===== src/rtl/delay_glide_ctrl_pkg.sv =====
`default_nettype none
// ============================================================================
// Module      : delay_glide_ctrl_pkg
// Description : Shared audio-path types and constants for the delay glide
//               sequencer.
// Revision    : 1.0 - initial release
// ============================================================================
package delay_glide_ctrl_pkg;

    localparam int DEFAULT_DELAY_WIDTH = 12;
    localparam int DEFAULT_GAIN_WIDTH  = 8;

    localparam logic [DEFAULT_GAIN_WIDTH-1:0] GAIN_UNITY = '1;

    typedef enum logic [2:0] {
        IDLE     = 3'd0,
        RAMP     = 3'd1,
        FADE_OUT = 3'd2,
        JUMP     = 3'd3,
        SETTLE   = 3'd4,
        FADE_IN  = 3'd5
    } state_t;

endpackage
`default_nettype wire


===== src/rtl/delay_glide_ctrl_fader.sv =====
`default_nettype none
// ============================================================================
// Module      : gain_fader
// Description : Saturating up/down gain counter, advanced on an enable strobe.
// Revision    : 1.0 - initial release
// ============================================================================
module gain_fader #(
    parameter int                    GAIN_WIDTH = 8,
    parameter logic [GAIN_WIDTH-1:0] UNITY      = '1
) (
    input  logic                  clk,
    input  logic                  rst,
    input  logic                  i_en,
    input  logic                  i_up,
    input  logic [GAIN_WIDTH-1:0] i_step,
    output logic [GAIN_WIDTH-1:0] o_gain,
    output logic                  o_zero,
    output logic                  o_unity
);

    localparam logic [GAIN_WIDTH:0] c_ceiling = {1'b0, UNITY};

    logic [GAIN_WIDTH-1:0] r_gain;
    logic [GAIN_WIDTH-1:0] w_gain_nxt;
    logic [GAIN_WIDTH:0]   w_sum;
    logic [GAIN_WIDTH:0]   w_dif;

    always_comb begin
        w_sum      = {1'b0, r_gain} + {1'b0, i_step};
        w_dif      = {1'b0, r_gain} - {1'b0, i_step};
        w_gain_nxt = r_gain;
        if (i_en) begin
            if (i_up) begin
                w_gain_nxt = (w_sum > c_ceiling) ? UNITY : w_sum[GAIN_WIDTH-1:0];
            end else begin
                w_gain_nxt = w_dif[GAIN_WIDTH] ? '0 : w_dif[GAIN_WIDTH-1:0];
            end
        end
    end

    always_ff @(posedge clk) begin
        if (rst) begin
            r_gain <= UNITY;
        end else begin
            r_gain <= w_gain_nxt;
        end
    end

    // Flags describe the value being loaded at this edge, so the caller can
    // leave its fade state on the same edge the limit is reached.
    assign o_gain  = r_gain;
    assign o_zero  = (w_gain_nxt == '0);
    assign o_unity = (w_gain_nxt == UNITY);

endmodule
`default_nettype wire


===== src/rtl/delay_glide_ctrl.sv =====
`default_nettype none
// ============================================================================
// Module      : delay_glide_ctrl
// Description : Drives a variable delay line click-free: small changes glide,
//               large changes fade out, jump, settle and fade back in.
// Revision    : 1.0 - initial release
// ============================================================================
module delay_glide_ctrl
    import delay_glide_ctrl_pkg::*;
#(
    parameter int DELAY_WIDTH = DEFAULT_DELAY_WIDTH,
    parameter int GAIN_WIDTH  = DEFAULT_GAIN_WIDTH,
    parameter int RAMP_LIMIT  = 64,
    parameter int STEP_DIV    = 4,
    parameter int FADE_STEP   = 16,
    parameter int SETTLE_MIN  = 2
) (
    input  logic                   clk,
    input  logic                   rst,
    input  logic                   sample_en,
    input  logic                   cfg_valid,
    input  logic [DELAY_WIDTH-1:0] cfg_delay,
    output logic                   cfg_ready,
    output logic [DELAY_WIDTH-1:0] delay_out,
    output logic [GAIN_WIDTH-1:0]  gain_out,
    output logic                   busy,
    output logic                   done
);

    localparam int                     c_step_w     = (STEP_DIV > 1) ? $clog2(STEP_DIV) : 1;
    localparam logic [c_step_w-1:0]    c_step_last  = c_step_w'(STEP_DIV - 1);
    localparam logic [DELAY_WIDTH:0]   c_ramp_limit = (DELAY_WIDTH + 1)'(RAMP_LIMIT);
    localparam logic [DELAY_WIDTH-1:0] c_settle_min = DELAY_WIDTH'(SETTLE_MIN);
    localparam logic [GAIN_WIDTH-1:0]  c_fade_step  = GAIN_WIDTH'(FADE_STEP);
    localparam logic [GAIN_WIDTH-1:0]  c_gain_unity =
        (GAIN_WIDTH == DEFAULT_GAIN_WIDTH) ? GAIN_WIDTH'(GAIN_UNITY) : {GAIN_WIDTH{1'b1}};

    state_t                  r_state, w_state_nxt;
    logic [DELAY_WIDTH-1:0]  r_delay, w_delay_nxt;
    logic [DELAY_WIDTH-1:0]  r_target, w_target_nxt;
    logic [DELAY_WIDTH-1:0]  r_settle, w_settle_nxt;
    logic [c_step_w-1:0]     r_step, w_step_nxt;
    logic                    r_up, w_up_nxt;
    logic                    r_done, w_done_nxt;
    logic signed [DELAY_WIDTH:0] w_diff;
    logic [DELAY_WIDTH:0]    w_mag;
    logic                    w_fade_en, w_fade_up, w_gain_zero, w_gain_unity;

    // Only consulted while IDLE, where the incoming request is the new target.
    assign w_diff    = $signed({1'b0, cfg_delay}) - $signed({1'b0, r_delay});
    assign w_mag     = w_diff[DELAY_WIDTH] ? (DELAY_WIDTH + 1)'(-w_diff) : (DELAY_WIDTH + 1)'(w_diff);
    assign w_fade_en = sample_en && ((r_state == FADE_OUT) || (r_state == FADE_IN));
    assign w_fade_up = (r_state == FADE_IN);

    gain_fader #(
        .GAIN_WIDTH (GAIN_WIDTH),
        .UNITY      (c_gain_unity)
    ) u_gain_fader (
        .clk     (clk),
        .rst     (rst),
        .i_en    (w_fade_en),
        .i_up    (w_fade_up),
        .i_step  (c_fade_step),
        .o_gain  (gain_out),
        .o_zero  (w_gain_zero),
        .o_unity (w_gain_unity)
    );

    always_comb begin
        w_state_nxt  = r_state;
        w_delay_nxt  = r_delay;
        w_target_nxt = r_target;
        w_settle_nxt = r_settle;
        w_step_nxt   = r_step;
        w_up_nxt     = r_up;
        w_done_nxt   = 1'b0;
        case (r_state)
            IDLE: begin
                if (cfg_valid) begin
                    w_target_nxt = cfg_delay;
                    w_up_nxt     = !w_diff[DELAY_WIDTH];
                    w_step_nxt   = '0;
                    if (w_diff == '0) begin
                        w_done_nxt = 1'b1;
                    end else if (w_mag <= c_ramp_limit) begin
                        w_state_nxt = RAMP;
                    end else begin
                        w_state_nxt = FADE_OUT;
                    end
                end
            end
            RAMP: begin
                if (sample_en) begin
                    if (r_step == c_step_last) begin
                        w_step_nxt  = '0;
                        w_delay_nxt = r_up ? r_delay + 1'b1 : r_delay - 1'b1;
                        if (w_delay_nxt == r_target) begin
                            w_state_nxt = IDLE;
                            w_done_nxt  = 1'b1;
                        end
                    end else begin
                        w_step_nxt = r_step + 1'b1;
                    end
                end
            end
            FADE_OUT: begin
                if (sample_en && w_gain_zero) begin
                    w_state_nxt = JUMP;
                end
            end
            JUMP: begin
                // A longer delay needs the line to refill before it is audible.
                w_delay_nxt  = r_target;
                w_settle_nxt = (r_target > r_delay) ? r_target : c_settle_min;
                w_state_nxt  = SETTLE;
            end
            SETTLE: begin
                if (r_settle == '0) begin
                    w_state_nxt = FADE_IN;
                end else if (sample_en) begin
                    w_settle_nxt = r_settle - 1'b1;
                    if (r_settle == DELAY_WIDTH'(1)) begin
                        w_state_nxt = FADE_IN;
                    end
                end
            end
            FADE_IN: begin
                if (sample_en && w_gain_unity) begin
                    w_state_nxt = IDLE;
                    w_done_nxt  = 1'b1;
                end
            end
            default: begin
                w_state_nxt = IDLE;
            end
        endcase
    end

    always_ff @(posedge clk) begin
        if (rst) begin
            r_state  <= IDLE;
            r_delay  <= '0;
            r_target <= '0;
            r_settle <= '0;
            r_step   <= '0;
            r_up     <= 1'b0;
            r_done   <= 1'b0;
        end else begin
            r_state  <= w_state_nxt;
            r_delay  <= w_delay_nxt;
            r_target <= w_target_nxt;
            r_settle <= w_settle_nxt;
            r_step   <= w_step_nxt;
            r_up     <= w_up_nxt;
            r_done   <= w_done_nxt;
        end
    end

    assign cfg_ready = (r_state == IDLE);
    assign busy      = (r_state != IDLE);
    assign delay_out = r_delay;
    assign done      = r_done;

endmodule
`default_nettype wire


===== config.mk =====
export PLATFORM = sky130hd
export DESIGN_NAME = delay_glide_ctrl
export DESIGN_NICKNAME = d
export VERILOG_FILES = /design/src/rtl/delay_glide_ctrl_pkg.sv /design/src/rtl/delay_glide_ctrl_fader.sv /design/src/rtl/delay_glide_ctrl.sv
export SDC_FILE = /design/constraint.sdc
export NUM_CORES = 1
export LEC_CHECK = 0
export BUFFER_PORTS_ARGS = -buffer_cell sky130_fd_sc_hd__buf_2
export CORE_ASPECT_RATIO = 1.2
export CORE_MARGIN = 4
export CORE_UTILIZATION = 33
export DETAILED_ROUTE_END_ITERATION = 16
export GPL_TIMING_DRIVEN = 0
export HOLD_SLACK_MARGIN = 0.1
export MAX_ROUTING_LAYER = met4
export SLEW_MARGIN = 10
export SYNTH_ARGS = -nofsm -noshare
export SYNTH_HDL_FRONTEND = slang
export SYNTH_SLANG_ARGS = --single-unit

===== constraint.sdc =====
create_clock -name clk -period 5.1 [get_ports clk]
set_input_delay 0 -clock clk [delete_from_list [all_inputs] [get_ports clk]]
set_output_delay 0 -clock clk [all_outputs]
set_load 0.01 [all_outputs]

==> impl_metrics.yaml <==
sta:
  slew_violations: 0
  fin_crit_ps: 3870
  tightestPinTransition_ps: 1180
  hold_viol: 0
  period_share_pct: 75.9
  clock_skew_ps: 7.62
  finalSetupTns_ps: 0
  slew_headroom_pct: 21.1
  fmax_mhz: 258
  rsz0062_at_grt: "no"
  finalSetupViolCount: 0
cts:
  cts_resized: 0
  path_clk_slew_ps: 70
  clock_latency_ps: 290
  cts_tree: "yes"
  numCtsBuffers: 5
  cts_buffer_depth: 2
  cts_setup_buffers: 0
  cts_root_buf: "clkbuf_16"
  htreeDepth: 2
  clkSinkCount: 51
  cts_hold_buf: 15
grt:
  grt_max_degree: 16
  overflow: 0
  grt_pass1_vias: 4677
  antenna_found_initial: 0
  gr-usage-all-layers_pct: 17.3
  grt_pass1_wl_um: 22900
synth:
  yosysTopAreaCell: "dfxtp_1"
  synthFlopType: "dfxtp_1"
  yosys_warnings: 0
  ys_seq_area_share_pct: 21.6
  synth_cell_types: 93
  synth-seq-cells: 51
  yosysMostFrequentCell: "nand2_1"
  synthCells: 608
  yosys-top-cells-count: "82 x nand2_1, 52 x nor2_1, 51 x dfxtp_1"
  syn_nets: 667
  synth-async-reset-ratio_pct: 0
  synth_area_per_cell_um2: 7.79
  netlist_top_cells_area: "dfxtp_1 22%, ha_1 11%, nand2_1 6.5%"
  netlist_area_um2: 4740
  synth_edf_count: 0
  yosys.area.top_type_share_pct: 21.6
die:
  row_count: 47
  dieArea_um2: 16300
  start_util_pct: 34.0
  die_w_um: 117
  io_pins: 39
  core_um2: 13900
  die_h_um: 139
pwr:
  total_leakage_power_nw: 2.22
  ir_drop_mv: 0.149
  p_sw_share_pct: 46.8
  p_switching_mw: 1.11
  combPwrFrac_pct: 62.5
  p_per_area_nw_per_um2: 436
  seqPwrFrac_pct: 22.7
  clkPwrFrac_pct: 14.8
  intPower_mw: 1.26
drt:
  finalWirelength_um: 13800
  final_antenna_net_count: 0
  first_iter_violations: 368
  via_count: 4687
  dr.pass1.iters: 5
  drc: 0
  vias_per_cell: 5.59
  avgRoutedWirePerCell_um: 16.5
setup_path:
  end_kind: "flip-flop"
  r2r_setup_slack_ps: 1230
  crit_start: "r_up"
  path_delay_family: "compound AO/OA/AOI/OAI gates"
  path_class: "reg -> reg"
  cp.required_ps: 5340
  crit_slowest_cell: "dlygate4sd3_1"
  cp.arrival_ps: 4110
  crit_top_cell: "o21ai_0"
  critPathLaunchType: "flip-flop"
  critPathMaxStageDelay_ps: 580
  critPathMaxFanout: 10
  reg2regPathDepth: 13
  critical_path_buf_inv_count: 3
  reg2reg_from: "r_up"
  r2r-end: "done"
  worstPathCellList: "inv_1 > ha_1 > buf_2 > o21ai_0 > a21oi_1 > o211ai_2 > a211oi_1 > a211o_1 > o21ai_0 > nor4_2 > nand4_1 > a2111oi_2 > dlygate4sd3_1"
placed_design:
  finalWeightedCongestion: 0.876
  dp_hpwl_um: 11000
  placed_cells: 816
  portBuffers: 37
outcome:
  status: "completed"
min_path:
  min_to: "r_target[0]"
  hp-start: "cfg_valid"
  hold_depth: 4
  hold_class: "in -> reg"
flow_run:
  maxCapViolations: 0
finish:
  final_nets: 726
  areaGrowthSynthToFinish_pct: 14.7
  final_layout_size_suffix_gt1_share_pct: 13.5
  diodes: 0
  instances_no_fill: 838
[logic make-up after synthesis]
family	Yosys count	share of synthesized area, %
compound gates	182	28.1
xor+xnor	28	5.18
fa+ha+maj	44	11.9
buf+inv	62	6.13
flops	51	21.6
mux	8	1.72
simple gates	233	25.5
[stage by stage]
step / hold WS, ps / setup slack, ps / cell area [um^2] / utilization, % / power (mW)
6_report: 170 / 1230 / 5430 / 39.0 / 2.37
5_1_grt: 179 / 982 / 5430 / 39.0 / 2.57
4_1_cts: 165 / 1250 / 5430 / 39.0 / 2.37
3_5_place_dp: 245 / 1500 / 5130 / 36.8 / 1.99
3_3_place_gp: 237 / 1580 / 5130 / 36.8 / 1.96
2_1_floorplan: 104 / 1980 / 4740 / - / 1.66
[registers in the layout (all words and copies together), names as in the netlist]
register             flops
delay_out               12
r_settle                12
r_target                12
u_gain_fader.o_gain      8
r_state                  3
r_step                   2
done                     1
r_up                     1
[worst min-delay path: stages]
cell and delay (ps):
buf_2 150, nand2_1 120, nand2_1 90, a21oi_1 60
[worst max path at each step]
| stage | end | slack, ps | cells after the start |
|---|---|---|---|
| 2_1_floorplan | r_state[0] | 1980 | 12 |
| 3_5_place_dp | r_state[0] | 1500 | 11 |
| 5_1_grt | done | 980 | 13 |
| 3_3_place_gp | r_state[0] | 1580 | 11 |
| 4_1_cts | done | 1250 | 13 |
| 6_report | done | 1230 | 13 |
[placed cells by master (no fill, tap or decap), types with 5 or more instances in the layout]
cell,count
nand3_1,7
o21ai_1,6
ha_1,41
buf_2,44
mux2i_1,7
o211ai_1,6
a211oi_1,16
o21ai_0,21
nand3b_1,5
clkbuf_1,16
a21oi_1,49
nor3_1,11
xnor2_1,15
xor2_1,13
nand4_1,10
a22oi_1,11
inv_1,31
nand2b_1,14
a21o_1,10
nor4_1,7
nor2_1,52
clkbuf_16,5
dfxtp_1,51
nand2_1,82
dlygate4sd3_1,15
[routing by layer]
metal	part of all wire (%)	track usage, %	up-vias	wire, um
met3	4.1	2.11	27	563
li1	-	-	2345	-
met4	3.7	7.35	0	510
met5	0	-	-	0
met1	45	21.4	2175	6160
met2	48	28.6	140	6560
[final cells by class]
type / instances / area (um^2)
Inverter: 32 / 120
Clock buffer: 6 / 139
Timing Repair Buffer: 52 / 335
Clock inverter: 1 / 8.76
Fill cell: 1466 / 8500
Tap cell: 171 / 214
Sequential cell: 51 / 1020
Buffer: 30 / 170
Multi-Input combinational cell: 495 / 3420
[power groups by stage]
| stage | clock network, mW | registers [mW] | logic [mW] |
|---|---|---|---|
| CTS | 0.361 | 0.534 | 1.47 |
| global placement | 0 | 0.541 | 1.42 |
| detailed placement | 0 | 0.543 | 1.45 |
| finish | 0.350 | 0.536 | 1.48 |
| floorplan | 0 | 0.517 | 1.15 |
| global route | 0.376 | 0.542 | 1.65 |
No activity file was read; power rests on OpenSTA's default activity.
